[src/rtl/full_adder32_cla_pkg.sv]
// Purpose : shared types, default sizes and the behavioural reference adder for full_adder32_cla.
// Latency : n/a (declarations only).
// Backpressure: n/a.
// Contents: WIDTH_DEFAULT, GROUP_DEFAULT, NUM_GROUPS, word_t, ref_add().
package full_adder32_pkg;

  localparam int WIDTH_DEFAULT = 32;
  localparam int GROUP_DEFAULT = 4;
  localparam int NUM_GROUPS    = WIDTH_DEFAULT / GROUP_DEFAULT;

  typedef logic [WIDTH_DEFAULT-1:0] word_t;

  // Plain a+b+cin at WIDTH+1 bits; the golden value the lookahead tree must match.
  function automatic logic [WIDTH_DEFAULT:0] ref_add(input word_t a, input word_t b, input logic cin);
    logic [WIDTH_DEFAULT:0] cin_ext;
    cin_ext = {{WIDTH_DEFAULT{1'b0}}, cin};
    return {1'b0, a} + {1'b0, b} + cin_ext;
  endfunction

endpackage

[src/rtl/full_adder32_cla_group.sv]
// Purpose : GROUP-bit carry-lookahead cell; local sum plus group generate/propagate.
// Latency : combinational.
// Backpressure: none (pure datapath).
// Ports   : a, b (GROUP bits), cin -> sum (GROUP bits), g (group generate), p (group propagate).
module cla_group
  import full_adder32_pkg::*;
#(
  parameter int GROUP = GROUP_DEFAULT
) (
  input  logic [GROUP-1:0] a,
  input  logic [GROUP-1:0] b,
  input  logic             cin,
  output logic [GROUP-1:0] sum,
  output logic             g,
  output logic             p
);

  logic [GROUP-1:0] gen;
  logic [GROUP-1:0] prop;
  logic [GROUP-1:0] c;

  assign gen  = a & b;
  assign prop = a ^ b;

  // Each internal carry is written as a flat sum of products:
  //   c_i = g_{i-1} | p_{i-1}g_{i-2} | ... | p_{i-1}..p_0 cin
  // so no carry is built from another carry (no ripple).
  always_comb begin
    logic acc;
    logic term;
    acc  = 1'b0;
    term = 1'b0;
    c    = '0;
    c[0] = cin;
    for (int i = 1; i < GROUP; i++) begin
      acc = cin;
      for (int k = 0; k < i; k++) acc = acc & prop[k];
      for (int j = 0; j < i; j++) begin
        term = gen[j];
        for (int k = j + 1; k < i; k++) term = term & prop[k];
        acc = acc | term;
      end
      c[i] = acc;
    end
  end

  // Kept apart from the carry block: g/p never depend on cin, which keeps the
  // second-level lookahead in the parent free of false combinational loops.
  always_comb begin
    logic term;
    g    = 1'b0;
    term = 1'b0;
    for (int j = 0; j < GROUP; j++) begin
      term = gen[j];
      for (int k = j + 1; k < GROUP; k++) term = term & prop[k];
      g = g | term;
    end
  end

  assign p   = &prop;
  assign sum = prop ^ c;

endmodule

[src/rtl/full_adder32_cla.sv]
// Purpose : WIDTH-bit two-level carry-lookahead adder, combinational result plus registered copy.
// Latency : sum/cout combinational; sum_q/cout_q 1 cycle after the inputs.
// Backpressure: none; registers capture every rising clk, no enable or handshake.
// Ports   : clk, rst (async active-high, clears registered outputs only), a, b, cin,
//           sum, cout (combinational), sum_q, cout_q (registered).
// Option  : FA32_OVERFLOW_EN adds ovf (signed overflow) and ovf_q (its registered copy).
// WIDTH must be a multiple of GROUP.
module full_adder32_cla
  import full_adder32_pkg::*;
#(
  parameter int WIDTH = WIDTH_DEFAULT,
  parameter int GROUP = GROUP_DEFAULT
) (
  input  logic             clk,
  input  logic             rst,
  input  logic [WIDTH-1:0] a,
  input  logic [WIDTH-1:0] b,
  input  logic             cin,
  output logic [WIDTH-1:0] sum,
  output logic             cout,
  output logic [WIDTH-1:0] sum_q,
  output logic             cout_q
`ifdef FA32_OVERFLOW_EN
  ,
  output logic             ovf,
  output logic             ovf_q
`endif
);

  localparam int NG = WIDTH / GROUP;

  logic [NG-1:0] grp_g;
  logic [NG-1:0] grp_p;
  logic [NG:0]   gc;     // gc[k] = carry into group k, gc[NG] = carry out

  for (genvar k = 0; k < NG; k++) begin : g_grp
    cla_group #(.GROUP(GROUP)) u_grp (
      .a   (a[k*GROUP +: GROUP]),
      .b   (b[k*GROUP +: GROUP]),
      .cin (gc[k]),
      .sum (sum[k*GROUP +: GROUP]),
      .g   (grp_g[k]),
      .p   (grp_p[k])
    );
  end

  // Second level: same flat sum-of-products form, over group G/P instead of bit g/p.
  always_comb begin
    logic acc;
    logic term;
    acc   = 1'b0;
    term  = 1'b0;
    gc    = '0;
    gc[0] = cin;
    for (int i = 1; i <= NG; i++) begin
      acc = cin;
      for (int k = 0; k < i; k++) acc = acc & grp_p[k];
      for (int j = 0; j < i; j++) begin
        term = grp_g[j];
        for (int k = j + 1; k < i; k++) term = term & grp_p[k];
        acc = acc | term;
      end
      gc[i] = acc;
    end
  end

  assign cout = gc[NG];

`ifdef FA32_OVERFLOW_EN
  logic c_msb;
  // Carry into the MSB recovered from its sum bit: sum = a ^ b ^ c.
  assign c_msb = sum[WIDTH-1] ^ a[WIDTH-1] ^ b[WIDTH-1];
  assign ovf   = c_msb ^ cout;

  always_ff @(posedge clk or posedge rst) begin
    if (rst) ovf_q <= 1'b0;
    else     ovf_q <= ovf;
  end
`endif

  always_ff @(posedge clk or posedge rst) begin
    if (rst) begin
      sum_q  <= '0;
      cout_q <= 1'b0;
    end else begin
      sum_q  <= sum;
      cout_q <= cout;
    end
  end

endmodule

[config.mk]
export PLATFORM = sky130hd
export DESIGN_NAME = full_adder32_cla
export DESIGN_NICKNAME = d
export VERILOG_FILES = /design/src/rtl/full_adder32_cla_pkg.sv /design/src/rtl/full_adder32_cla_group.sv /design/src/rtl/full_adder32_cla.sv
export SDC_FILE = /design/constraint.sdc
export NUM_CORES = 1
export LEC_CHECK = 0
export ABC_AREA = 1
export CAP_MARGIN = 20
export CORE_UTILIZATION = 37
export CTS_CLUSTER_SIZE = 20
export DETAILED_ROUTE_END_ITERATION = 6
export PLACE_DENSITY = 0.78
export SLEW_MARGIN = 10
export SYNTH_ARGS = -nofsm -noshare
export SYNTH_HDL_FRONTEND = slang
export SYNTH_HIERARCHICAL = 1
export SYNTH_SLANG_ARGS = --single-unit
[constraint.sdc]
create_clock -name clk -period 2.5 [get_ports clk]
set_input_delay 0.375 -clock clk [delete_from_list [all_inputs] [get_ports clk]]
set_output_delay 0.375 -clock clk [all_outputs]
set_load 0.01 [all_outputs]
==> results.json <==
{
  "pin_count": 133,
  "drt_pass1_iterations": 4,
  "cts_tree": "done",
  "cp-end-kind": "output port",
  "core_area_mm2": 0.00683,
  "cts.reportedPaths.clkPinSlew_ns": 0.08,
  "htree_num_levels": 2,
  "hpwl_um": 6230,
  "nFillCells": 448,
  "clock_sinks": 33,
  "maxCapViolCount": 0,
  "synth.avg_cell_area_um2": 8.29,
  "start_util_pct": 38.7,
  "worstMarginPinSlew_ns": 0.453,
  "synth.top_cell.area_share_pct": 31.2,
  "hold_violations": 0,
  "synth.distinct_cells": 21,
  "outcome": "finished with violations",
  "row_count": 30,
  "route.final.wire_length_um": 9410,
  "ys_ff_latch": 33,
  "syn_inst": 319,
  "multi_input_area_mm2": 0.00239,
  "avgRoutedWirePerCell_um": 14.6,
  "p_total_mw": 2.68,
  "fin_crit_ns": 2.74,
  "ys_seq_area_share_pct": 31.2,
  "start_kind": "input port",
  "drc": 0,
  "crit_type": "in -> out",
  "leakage_nw": 2.68,
  "synth_most_common_cell": "nand2_1",
  "rsz0062_at_grt": "true",
  "cts_buffer_depth": 2,
  "dp_cells": 599,
  "setup_tns_ns": -3.82,
  "syn_to_final_growth_pct": 106,
  "design_area_mm2": 0.00544,
  "antenna_cells": 0,
  "relSlewSlack_pct": 69.8,
  "postRouteAntennaNets": 0,
  "antenna_found_initial": 0,
  "worst_hold_slack_ns": 0.468,
  "drtIter0Drc": 108,
  "synth_common_cells": "90 x nand2_1, 47 x inv_1, 40 x ha_1",
  "fin_nets": 663,
  "finalSetupViolCount": 24,
  "fp.dieW_um": 86.5,
  "fin_ws_ns": -0.243,
  "cp.required_ns": 2.12,
  "violations": "negative setup slack",
  "port_buffers": 132,
  "cp.arrival_ns": 2.37,
  "grt_pass1_wl_um": 14200,
  "vias": 3030,
  "root_buffer": "clkbuf_8",
  "dp_slack_ns": -1.05,
  "grt_use_total_pct": 24.3,
  "worstPathMaxFanout": 3,
  "vdd_drop_max_mv": 0.250,
  "grt.overflow.total": 0,
  "netlist_area_mm2": 0.00264,
  "ff_latch_area_um2": 826,
  "min_path_type": "in -> reg",
  "fin_crit_sh_pct": 110,
  "vias_per_cell": 4.70,
  "place_area_mm2": 0.00453,
  "synthFlopType": "dfrtp_1",
  "yosysTopAreaCell": "dfrtp_1",
  "cts_buffers": 5,
  "die_area_mm2": 0.00749,
  "final_core_util_pct": 79.7,
  "synth_fp_nets": 434,
  "final_cells": 645,
  "yosys_warnings": 6,
  "slew_viol_final": 0,
  "synth_edf_count": 0,
  "grt_pass1_vias": 3208,
  "routabilityCongestion": 0.809,
  "die-height_um": 86.5,
  "synth_area_leaders": "dfrtp_1 31%, ha_1 19%, nand2_1 13%",
  "max_freq_ghz": 0.365,
  "final_layout_size_suffix_gt1_share_pct": 54.8,
  "synthArstFlopShare_pct": 100,
  "grt_max_degree": 34,
  "pwr_density_cell_mw_per_mm2": 493
}
## what timing repair did
item,4_1_cts,5_1_grt
pin swaps,81,86
resized for setup,321,103
buffers inserted,34,7
endpoints found under the setup margin,32,32
hold buffers,0,0
## path summary, 6_finish.rpt
| path | startpoint | endpoint | slack, ns | depth (start not counted) |
|---|---|---|---|---|
| min in group asynchronous | rst | sum_q[28]$_DFF_PP0_ | 0.49 | 3 |
| max in group asynchronous | rst | sum_q[18]$_DFF_PP0_ | 1.69 | 3 |
| setup / recovery | b[20] | sum[28] | -0.24 | 11 |
| hold / removal | b[4] | sum_q[4]$_DFF_PP0_ | 0.47 | 2 |
## logic make-up (layout without fill, tap and decap cells)
| family | after synthesis | in the layout | share of synthesized area, % |
|---|---|---|---|
| AOI/OAI and AO/OA | 12 | 12 | 2.98 |
| xor gates and xnor gates | 16 | 16 | 5.30 |
| adders and majority gates | 48 | 48 | 25.0 |
| buffers and inverters | 56 | 286 | 8.33 |
| DFF | 33 | 33 | 31.2 |
| and+or+nand+nor | 154 | 154 | 27.2 |
## final cells by class
class                   instances  share of cell area (%)
clock inverters                 1                  0.0920
flip-flops and latches         33                    15.2
repair buffers                230                    33.3
inverters                      48                    3.43
well taps                      96                    2.21
clock buffers                   7                    1.77
multi-input cells             230                    44.0
## layout by cell type (no fill, tap or decap), types with 2 or more instances in the layout
master	instances
a31oi_1	6
nor2_1	5
buf_2	31
dlygate4sd2_1	15
clkbuf_8	7
dlymetal6s2s_1	3
nor2_2	2
ha_4	31
ha_2	4
nand3_2	8
inv_2	8
xnor2_2	4
nand2_4	8
nand2_2	26
nand2_1	65
nand3_1	20
clkinv_2	2
xor2_2	10
inv_4	2
clkdlybuf4s50_1	44
buf_4	95
nand3_4	8
buf_6	16
inv_1	37
nand4_1	8
xor2_1	2
nor2_4	3
clkbuf_2	21
ha_1	5
clkdlybuf4s15_1	4
dfrtp_1	33
fa_2	7
## metal layers
metal	GRT usage, %	vias up	part of all wire [%]
met1	26.4	1437	38
met4	11.7	0	2.9
met5	0	-	0
met2	46.2	107	55
li1	-	1462	-
met3	3.14	24	3.9
## critical path, cell delays in order
cell	delay, ns
dlygate4sd2_1	0.25
ha_2	0.33
nand2_1	0.10
nor2_4	0.13
buf_4	0.14
nand3_4	0.10
a21boi_4	0.21
inv_2	0.06
fa_2	0.53
inv_2	0.04
buf_6	0.11
## power breakdown
part           switching (mW)  internal, mW  leakage, nW
Combinational           0.702         0.846         2.24
Sequential             0.0286         0.641        0.387
Clock                   0.217         0.250       0.0542
Total                   0.948          1.74         2.68
## sequential cells by signal, indices dropped and copies added, names as in the netlist
name	flops
sum_q	32
cout_q	1
(Power assumes the default switching activity.)
